`config.mk`:
```
export PLATFORM = sky130hd
export DESIGN_NAME = instr_program_loader
export DESIGN_NICKNAME = d
export VERILOG_FILES = /design/src/rtl/isa_defs_pkg.sv /design/src/rtl/instr_program_loader_encoder.sv /design/src/rtl/instr_program_loader.sv
export SDC_FILE = /design/constraint.sdc
export NUM_CORES = 1
export LEC_CHECK = 0
export BUFFER_PORTS_ARGS = -buffer_cell sky130_fd_sc_hd__buf_4
export CAP_MARGIN = 15
export CELL_PAD_IN_SITES_DETAIL_PLACEMENT = 1
export CELL_PAD_IN_SITES_GLOBAL_PLACEMENT = 1
export CORE_MARGIN = 2
export CORE_UTILIZATION = 38
export CTS_BUF_LIST = sky130_fd_sc_hd__clkbuf_16
export DETAILED_ROUTE_END_ITERATION = 8
export MAX_ROUTING_LAYER = met4
export PLACE_DENSITY_LB_ADDON = 0.1
export SLEW_MARGIN = 10
export SYNTH_ARGS = -nofsm -noshare
export SYNTH_HDL_FRONTEND = slang
export SYNTH_SLANG_ARGS = --single-unit
```
`constraint.sdc`:
```
create_clock -name clk -period 4.1 [get_ports clk]
set_input_delay 0.205 -clock clk [delete_from_list [all_inputs] [get_ports clk]]
set_output_delay 0.205 -clock clk [all_outputs]
set_load 0.05 [all_outputs]
```
`src/rtl/isa_defs_pkg.sv`:
```
// rtl/isa_defs_pkg.sv - ISA field layout, opcodes, extract/pack helpers and loader FSM states
package isa_defs_pkg;

    localparam int OPCODE_W   = 4;
    localparam int REG_ADDR_W = 4;
    localparam int IMM_W      = 16;

    localparam logic [OPCODE_W-1:0] OPC_NOP   = 4'h0;
    localparam logic [OPCODE_W-1:0] OPC_ADD   = 4'h1;
    localparam logic [OPCODE_W-1:0] OPC_SUB   = 4'h2;
    localparam logic [OPCODE_W-1:0] OPC_ADDI  = 4'h3;
    localparam logic [OPCODE_W-1:0] OPC_LOAD  = 4'h4;
    localparam logic [OPCODE_W-1:0] OPC_STORE = 4'h5;

    typedef enum logic [1:0] {
        ST_IDLE = 2'd0,
        ST_LOAD = 2'd1,
        ST_DONE = 2'd2
    } loader_state_e;

    // Word layout: [31:28] opcode, [27:24] rd / rd_or_rs2, [23:20] rs1,
    // [19:16] rs2 (R-type only), [15:0] imm16 (I-type only).
    function automatic logic [OPCODE_W-1:0] get_opcode(input logic [31:0] w);
        return w[31:28];
    endfunction

    function automatic logic [REG_ADDR_W-1:0] get_rtype_rd(input logic [31:0] w);
        return w[27:24];
    endfunction

    function automatic logic [REG_ADDR_W-1:0] get_rtype_rs1(input logic [31:0] w);
        return w[23:20];
    endfunction

    function automatic logic [REG_ADDR_W-1:0] get_rtype_rs2(input logic [31:0] w);
        return w[19:16];
    endfunction

    function automatic logic [REG_ADDR_W-1:0] get_itype_rd_or_rs2(input logic [31:0] w);
        return w[27:24];
    endfunction

    function automatic logic [REG_ADDR_W-1:0] get_itype_rs1(input logic [31:0] w);
        return w[23:20];
    endfunction

    function automatic logic signed [IMM_W-1:0] get_itype_imm(input logic [31:0] w);
        return w[15:0];
    endfunction

    function automatic logic [31:0] pack_rtype(input logic [OPCODE_W-1:0] op,
                                               input logic [REG_ADDR_W-1:0] rd,
                                               input logic [REG_ADDR_W-1:0] rs1,
                                               input logic [REG_ADDR_W-1:0] rs2);
        return {op, rd, rs1, rs2, 16'h0000};
    endfunction

    function automatic logic [31:0] pack_itype(input logic [OPCODE_W-1:0] op,
                                               input logic [REG_ADDR_W-1:0] rd_or_rs2,
                                               input logic [REG_ADDR_W-1:0] rs1,
                                               input logic [IMM_W-1:0] imm16);
        return {op, rd_or_rs2, rs1, 4'h0, imm16};
    endfunction

endpackage

```
`src/rtl/instr_program_loader_encoder.sv`:
```
// rtl/instr_program_loader_encoder.sv - combinational field-set to instruction-word encoder
module instr_encoder
    import isa_defs_pkg::*;
(
    input  logic [OPCODE_W-1:0]   opcode,
    input  logic [REG_ADDR_W-1:0] rd,
    input  logic [REG_ADDR_W-1:0] rs1,
    input  logic [REG_ADDR_W-1:0] rs2,
    input  logic [IMM_W-1:0]      imm16,
    output logic [31:0]           word,
    output logic                  bad_opcode
);

    // Pick the packing by opcode; unknown opcodes collapse to a bare NOP
    always_comb begin
        word       = {OPC_NOP, 28'h0};
        bad_opcode = 1'b0;
        case (opcode)
            OPC_ADD, OPC_SUB:   word = pack_rtype(opcode, rd, rs1, rs2);
            OPC_ADDI, OPC_LOAD: word = pack_itype(opcode, rd, rs1, imm16);
            OPC_STORE:          word = pack_itype(opcode, rs2, rs1, imm16);
            OPC_NOP:            word = {OPC_NOP, 28'h0};
            default:            bad_opcode = 1'b1;
        endcase
    end

endmodule

```
`src/rtl/instr_program_loader.sv`:
```
// rtl/instr_program_loader.sv - streams field sets into consecutive instruction-memory words
module instr_program_loader
    import isa_defs_pkg::*;
#(
    parameter int IMEM_DEPTH = 256,
    parameter int ADDR_W     = $clog2(IMEM_DEPTH)
) (
    input  logic                  clk,
    input  logic                  rst_n,
    input  logic                  start,
    input  logic                  s_valid,
    output logic                  s_ready,
    input  logic                  s_last,
    input  logic [OPCODE_W-1:0]   s_opcode,
    input  logic [REG_ADDR_W-1:0] s_rd,
    input  logic [REG_ADDR_W-1:0] s_rs1,
    input  logic [REG_ADDR_W-1:0] s_rs2,
    input  logic [IMM_W-1:0]      s_imm16,
    output logic                  imem_we,
    output logic [ADDR_W-1:0]     imem_addr,
    output logic [31:0]           imem_wdata,
    output logic                  busy,
    output logic                  done,
    output logic [ADDR_W:0]       word_count,
    output logic                  err_overflow,
    output logic                  err_bad_opcode
);

    localparam logic [ADDR_W:0] DEPTH_C = (ADDR_W + 1)'(IMEM_DEPTH);
    localparam logic [ADDR_W:0] ONE_C   = {{ADDR_W{1'b0}}, 1'b1};

    loader_state_e     state_q, state_d;
    logic [ADDR_W:0]   word_count_q, word_count_d;
    logic              we_q, we_d;
    logic [ADDR_W-1:0] addr_q, addr_d;
    logic [31:0]       wdata_q, wdata_d;
    logic              done_q, done_d;
    logic              err_ovf_q, err_ovf_d;
    logic              err_bad_q, err_bad_d;

    logic [31:0] enc_word;
    logic        enc_bad;
    logic        full;
    logic        accept;

    instr_encoder u_enc (
        .opcode     (s_opcode),
        .rd         (s_rd),
        .rs1        (s_rs1),
        .rs2        (s_rs2),
        .imm16      (s_imm16),
        .word       (enc_word),
        .bad_opcode (enc_bad)
    );

    // Ready depends only on state and fill level so it never loops through s_valid
    always_comb begin
        full    = (word_count_q >= DEPTH_C);
        s_ready = (state_q == ST_LOAD) && !full;
        accept  = s_valid && s_ready;
    end

    // Next-state, counter and write-port computation
    always_comb begin
        state_d      = state_q;
        word_count_d = word_count_q;
        we_d         = 1'b0;
        addr_d       = addr_q;
        wdata_d      = wdata_q;
        done_d       = 1'b0;
        err_ovf_d    = err_ovf_q;
        err_bad_d    = err_bad_q;
        case (state_q)
            ST_IDLE: begin
                if (start) begin
                    state_d      = ST_LOAD;
                    word_count_d = '0;
                    err_ovf_d    = 1'b0;
                    err_bad_d    = 1'b0;
                end
            end
            ST_LOAD: begin
                if (accept) begin
                    we_d         = 1'b1;
                    addr_d       = word_count_q[ADDR_W-1:0];
                    wdata_d      = enc_word;
                    word_count_d = word_count_q + ONE_C;
                    if (enc_bad) err_bad_d = 1'b1;
                    if (s_last) begin
                        state_d = ST_DONE;
                        done_d  = 1'b1;
                    end
                end else if (s_valid && full) begin
                    err_ovf_d = 1'b1;
                end
            end
            ST_DONE: state_d = ST_IDLE;
            default: state_d = ST_IDLE;
        endcase
    end

    // State and registered outputs; reset drops any pending write
    always_ff @(posedge clk or negedge rst_n) begin
        if (!rst_n) begin
            state_q      <= ST_IDLE;
            word_count_q <= '0;
            we_q         <= 1'b0;
            addr_q       <= '0;
            wdata_q      <= '0;
            done_q       <= 1'b0;
            err_ovf_q    <= 1'b0;
            err_bad_q    <= 1'b0;
        end else begin
            state_q      <= state_d;
            word_count_q <= word_count_d;
            we_q         <= we_d;
            addr_q       <= addr_d;
            wdata_q      <= wdata_d;
            done_q       <= done_d;
            err_ovf_q    <= err_ovf_d;
            err_bad_q    <= err_bad_d;
        end
    end

    // Output drive from registers
    always_comb begin
        imem_we        = we_q;
        imem_addr      = addr_q;
        imem_wdata     = wdata_q;
        done           = done_q;
        busy           = (state_q != ST_IDLE);
        word_count     = word_count_q;
        err_overflow   = err_ovf_q;
        err_bad_opcode = err_bad_q;
    end

endmodule
```
==> impl_metrics.tcl, run 1 <==
set metrics [dict create \
    avgViaCountPerCell 5.09 \
    drt_iter0_markers 81 \
    rows 28 \
    globalRouteTotalUtil_pct 20.1 \
    crit_path_max_fanout 51 \
    routed-wl-met2_mm 3.09 \
    fin_ws_ns 1.77 \
    maxCapViolCount 0 \
    cts_max_level 2 \
    dpl_worst_slack_ns 1.75 \
    status "complete, no violations" \
    cp.buffers_inverters 2 \
    vias 2113 \
    holdPathStages 2 \
    clk_pin_slew_worst_paths_ns 0.07 \
    arrival_ns 2.55 \
    coreArea_um2 5920 \
    setup.worst_path.start_class "flip-flop" \
    synth.cell_area_um2 2330 \
    overflow 0 \
    routedLengthMet1_mm 2.81 \
    clock_sinks 55 \
    worst-r2r-cell-count 6 \
    syn_avg_cell_area_um2 9.32 \
    syn_to_final_growth_pct 38.7 \
    io_pins 92 \
    finClkSkew_ns 0.00447 \
    routed.top_layer "met4" \
    final-setup-viol-count 0 \
    cpMaxStageDelayCell "inv_2" \
    p_per_area_nw_per_um2 647 \
    async_flop_share_pct 100 \
    hold_path.class "in2reg" \
    drive_gt1_share_pct 30.6 \
    antenna_found_initial 0 \
    tns_ns 0 \
    peakVddDrop_uv 345 \
    syn-instance-count 250 \
    antennaDiodeCount 0 \
    period_share_pct 56.9 \
    ant_nets 0 \
    synth_top_area_share_pct 59.0 \
    design.die.area_um2 6780 \
    final_cell_mix "buf_4 (92), nand2_1 (86), dfrtp_1 (55)" \
    whs_ns 0.131 \
    yosys.area.top_type "dfrtp_1" \
    fill_cells 717 \
    yosysUniqueCellTypes 34 \
    yosysWarnings 0 \
    design_area_um2 3230 \
    ys.flop_type "dfrtp_1" \
    period_needed_ns 2.33 \
    worstPathCellList "nand4bb_2 > buf_4 > inv_2 > nor2_2 > or4_1 > o21ai_0" \
    required_ns 4.31 \
    path_class "reg2reg" \
    clockBufferDepth 2 \
    dpl_cell_area_um2 3060 \
    dr.pass1.iters 4 \
    wire_per_inst_um 15.1 \
    tightest_slew_ns 0.700 \
    end_kind "flip-flop" \
    drc 0 \
    yosys-top-cells-area "dfrtp_1 (59%), nand2_1 (14%), o21ai_0 (7.3%), nor2_1 (2.7%), buf_2 (1.7%)" \
    grt_pass1_wl_mm 10.1 \
    place_congestion 0.812 \
    rsz0062_at_grt "no" \
    grt_pass1_vias 2160 \
    chipHeight_um 82.3 \
    dp.cells 406 \
    port_buffers 91 \
    ff2ff_setup_slack_ns 1.77 \
    dr_wl_met3_um 304 \
    cpLargestDelayFamily "buffers and inverters" \
    fmax_mhz 428 \
    final_cells 415 \
    insertion_delay_ns 0.29 \
    p_leak_uw 0.00164 \
    hpwlAfterDp_mm 4.58 \
    grt_max_degree 56 \
    nets 377 \
    path_depth 6 \
    cts_setup_buffers 0 \
    ys_seq_area_share_pct 59.0 \
    synth_edf_count 0 \
    synth_nets 288 \
    timing.final.hold_violations 0 \
    cts_tree "done" \
    relSlewSlack_pct 53.4 \
    max_stage_delay_ns 0.57 \
    wl_mm 6.27 \
    initial_core_util_pct 39.4 \
    final_common_cell "buf_4" \
    cts_root_buf "clkbuf_16" \
    final_max_slew_viol_count 0 \
    ys_seq_elements 55 \
    cts_buffers 5 \
    die_w_um 82.3 \
]
==> stage by stage <==
stage / total power (µW) / util [%]
floorplan: 1340 / -
global placement: 1620 / 51.7
detailed placement: 1640 / 51.7
CTS: 2120 / 54.6
global route: 2200 / 54.6
finish: 2090 / 54.6
==> layer usage <==
layer / vias to the layer above / track usage (%)
met1: 1045 / 25.8
met5: - / -
met3: 6 / 3.37
met4: 0 / 5.83
met2: 59 / 32.9
li1: 1003 / -
==> cells by family (layout without fill, tap and decap cells) <==
family,count (synthesis),in the layout,share of synthesized area (%)
simple gates,124,124,23.0
flops,55,55,59.0
compound gates,48,48,11.3
buf+inv,14,104,2.90
xor+xnor,4,4,1.50
mux,4,4,1.72
fa+ha+maj,1,1,0.537
==> cells in the mapped netlist (3+ instances only) <==
cell and number:
nand2_1 86, dfrtp_1 55, o21ai_0 34, nor2_1 17, buf_2 8, a21oi_1 7
mux2i_1 4, nand3_1 4, and2_1 3, nand2b_1 3
==> timing repair <==
| item | 4_1_cts | 5_1_grt |
|---|---|---|
| resized for setup | 0 | 0 |
| endpoints found under the hold margin | 55 | 0 |
| hold buffers | 1 | 0 |
==> worst reg2reg max path, cell delays in order (launching register included) <==
cell	delay, ns
dfrtp_1	0.44
nand4bb_2	0.24
buf_4	0.30
inv_2	0.57
nor2_2	0.16
or4_1	0.48
o21ai_0	0.08
==> power breakdown <==
part	leakage, µW	switching [µW]	internal (µW)	total [µW]
sequential	0.000747	83.8	651	735
clock	0.0000812	185	285	470
combinational	0.000810	646	242	888
==> final timing paths <==
path,startpoint,end
worst max register to register,state_q[1]$_DFFE_PN0P_,word_count[4]$_DFFE_PN0P_
worst max-delay path,state_q[1]$_DFFE_PN0P_,word_count[4]$_DFFE_PN0P_
worst min register to register,imem_wdata[29]$_DFFE_PN0P_,imem_wdata[29]$_DFFE_PN0P_
min in group asynchronous,rst_n,word_count[7]$_DFFE_PN0P_
worst min-delay path,s_opcode[3],imem_wdata[30]$_DFFE_PN0P_
max in group asynchronous,rst_n,imem_wdata[14]$_DFFE_PN0P_
==> final cells by class <==
class / count / area [µm²] / area share [%]
inverters: 3 / 11.3 / 0.348
multi-input cells: 181 / 887 / 27.4
clock inverters: 3 / 38.8 / 1.20
well taps: 75 / 93.8 / 2.90
flip-flops and latches: 55 / 1380 / 42.6
clock buffers: 5 / 125 / 3.87
repair buffers: 93 / 701 / 21.7
==> flip-flops by register name (all words and copies together), names as in the netlist <==
name and count:
done 1, err_bad_opcode 1, err_overflow 1, imem_addr 8, imem_wdata 32, imem_we 1, state_q 2, word_count 9
Note: power is estimated with default switching activity, not from simulation.
==> run 2, diff against run 1 <==
--- a/config.mk
+++ b/config.mk
@@ -10,7 +10,7 @@
 export CELL_PAD_IN_SITES_DETAIL_PLACEMENT = 1
 export CELL_PAD_IN_SITES_GLOBAL_PLACEMENT = 1
 export CORE_MARGIN = 2
-export CORE_UTILIZATION = 38
+export CORE_UTILIZATION = 35
 export CTS_BUF_LIST = sky130_fd_sc_hd__clkbuf_16
 export DETAILED_ROUTE_END_ITERATION = 8
 export MAX_ROUTING_LAYER = met4
==> constraint.sdc (replaced) <==
create_clock -name clk -period 2.3 [get_ports clk]
set_input_delay 0.115 -clock clk [delete_from_list [all_inputs] [get_ports clk]]
set_output_delay 0.115 -clock clk [all_outputs]
set_load 0.05 [all_outputs]
==> run 2 against run 1 <==
Global-route usage decreased by 1.2 points. Die area is 8.2% higher. Combinational power rose by 82%. Critical endpoint is now imem_wdata[25]$_DFFE_PN0P_. Wire length is 2.9% higher. Largest power group unchanged. Highest routed layer unchanged.
==> impl_metrics.tcl, run 2 (synthesis results as in run 1) <==
set metrics [dict create \
    wl_mm 6.45 \
    dpl_worst_slack_ns 0.291 \
    final_cell_mix "buf_4 (96), nand2_1 (86), dfrtp_1 (55)" \
    globalRouteTotalUtil_pct 18.9 \
    design.die.area_um2 7330 \
    overflow 0 \
    peakVddDrop_uv 673 \
    path_class "reg2reg" \
    drt_iter0_markers 91 \
    hold_path_end "state_q[1]$_DFFE_PN0P_" \
    grt_max_degree 56 \
    fin_ws_ns 0.280 \
    cpLargestDelayFamily "simple AND/OR/NAND/NOR gates" \
    cts_setup_buffers 0 \
    grt_pass1_wl_mm 10.6 \
    cts_buffers 5 \
    cpMaxStageDelayCell "nand4bb_2" \
    rows 29 \
    initial_core_util_pct 36.5 \
    cts_tree "done" \
    io_pins 92 \
    insertion_delay_ns 0.29 \
    holdPathStages 2 \
    hp-start "s_last" \
    final_util_pct 51.6 \
    tns_ns 0 \
    relSlewSlack_pct 52.9 \
    port_buffers 91 \
    cts_root_buf "clkbuf_16" \
    period_needed_ns 2.02 \
    cp.buffers_inverters 1 \
    chipHeight_um 85.6 \
    place_congestion 0.785 \
    final_max_slew_viol_count 0 \
    grt_pass1_vias 2085 \
    p_per_area_nw_per_um2 1180 \
    finClkSkew_ns 0.00344 \
    cts_max_level 2 \
    wire_per_inst_um 15.3 \
    final-setup-viol-count 0 \
    ff2ff_setup_slack_ns 0.28 \
    regToRegEndpoint "imem_wdata[25]$_DFFE_PN0P_" \
    arrival_ns 2.21 \
    drc 0 \
    status "complete, no violations" \
    crit_path_max_fanout 29 \
    antennaDiodeCount 0 \
    period_share_pct 87.8 \
    nets 381 \
    tightest_slew_ns 0.707 \
    final_common_cell "buf_4" \
    clockBufferDepth 2 \
    worstPathCellList "nand4bb_2 > buf_4 > or2_2 > o21ai_0" \
    power_uw 3890 \
    drive_gt1_share_pct 31.7 \
    ant_nets 0 \
    end_kind "flip-flop" \
    r2r-start "word_count[8]$_DFFE_PN0P_" \
    die_w_um 85.6 \
    timing.final.hold_violations 0 \
    dr.pass1.iters 4 \
    p_leak_uw 0.00167 \
    cts_hold_buf 1 \
    avgViaCountPerCell 4.93 \
    maxCapViolCount 0 \
    hold_path.class "in2reg" \
    max_stage_delay_ns 0.53 \
    rsz0062_at_grt "no" \
    coreArea_um2 6390 \
    cts-resized-gates 0 \
    clock_sinks 55 \
    syn_to_final_growth_pct 41.3 \
    setup.worst_path.start_class "flip-flop" \
    clk_pin_slew_worst_paths_ns 0.07 \
    worst-r2r-cell-count 4 \
    hpwlAfterDp_mm 4.72 \
    antenna_found_initial 0 \
    largest_reg_flops 32 \
    fmax_mhz 495 \
    required_ns 2.49 \
    vias 2076 \
]
-- run 2: cell types whose count changed in the layout (fill, tap and decap cells not counted) --
| cell | before | now |
|---|---|---|
| buf_4 | 92 | 96 |
| bufinv_16 | 1 | 2 |
| clkinv_1 | 1 | 0 |
| clkinv_2 | 1 | 0 |
| clkinvlp_4 | 0 | 1 |
-- run 2: cell type report --
cell class	instances	area (µm²)
Multi-Input combinational cell	181	887
Tap cell	77	96.3
Clock inverter	3	67.6
Clock buffer	5	125
Timing Repair Buffer	97	731
Fill cell	748	3090
Sequential cell	55	1380
Inverter	3	11.3
-- run 2: worst max-delay path by stage --
stage                                   start                    endpoint  slack, ns  cells after the start
floorplan           word_count[8]$_DFFE_PN0P_   word_count[6]$_DFFE_PN0P_       0.58                      6
global placement    word_count[8]$_DFFE_PN0P_  imem_wdata[25]$_DFFE_PN0P_       0.44                      4
detailed placement  word_count[8]$_DFFE_PN0P_  imem_wdata[25]$_DFFE_PN0P_       0.29                      4
CTS                 word_count[8]$_DFFE_PN0P_  imem_wdata[25]$_DFFE_PN0P_       0.27                      4
global route        word_count[8]$_DFFE_PN0P_  imem_wdata[25]$_DFFE_PN0P_       0.15                      4
finish              word_count[8]$_DFFE_PN0P_  imem_wdata[25]$_DFFE_PN0P_       0.28                      4
-- run 2: layer usage --
layer  up-vias  track usage [%]  wire length, µm
met5         -                -                0
met4         0             5.19               62
met3         4             4.04              326
met2        57             30.5             3120
met1      1003             24.3             2940
li1       1012                -                -
-- run 2: stage by stage --
step	hold slack, ns	std cells	cell area [µm²]
after floorplan	-0.181	250	2330
final	0.0416	421	3290
after CTS	0.0364	421	3290
after global routing	0.0322	421	3290
after detailed placement	0.218	412	3090
after global placement	0.215	412	3090
-- run 2: worst register-to-register path, stage by stage, from the launching register on --
cell	delay (ns)
dfrtp_1	0.43
nand4bb_2	0.53
buf_4	0.39
or2_2	0.36
o21ai_0	0.22
-- run 2: power by group --
group / leakage (µW) / internal (µW) / switching, µW / total [µW]
sequential: 0.000747 / 1160 / 139 / 1300
clock: 0.0000900 / 624 / 349 / 973
combinational: 0.000830 / 456 / 1160 / 1620
total: 0.00167 / 2240 / 1650 / 3890
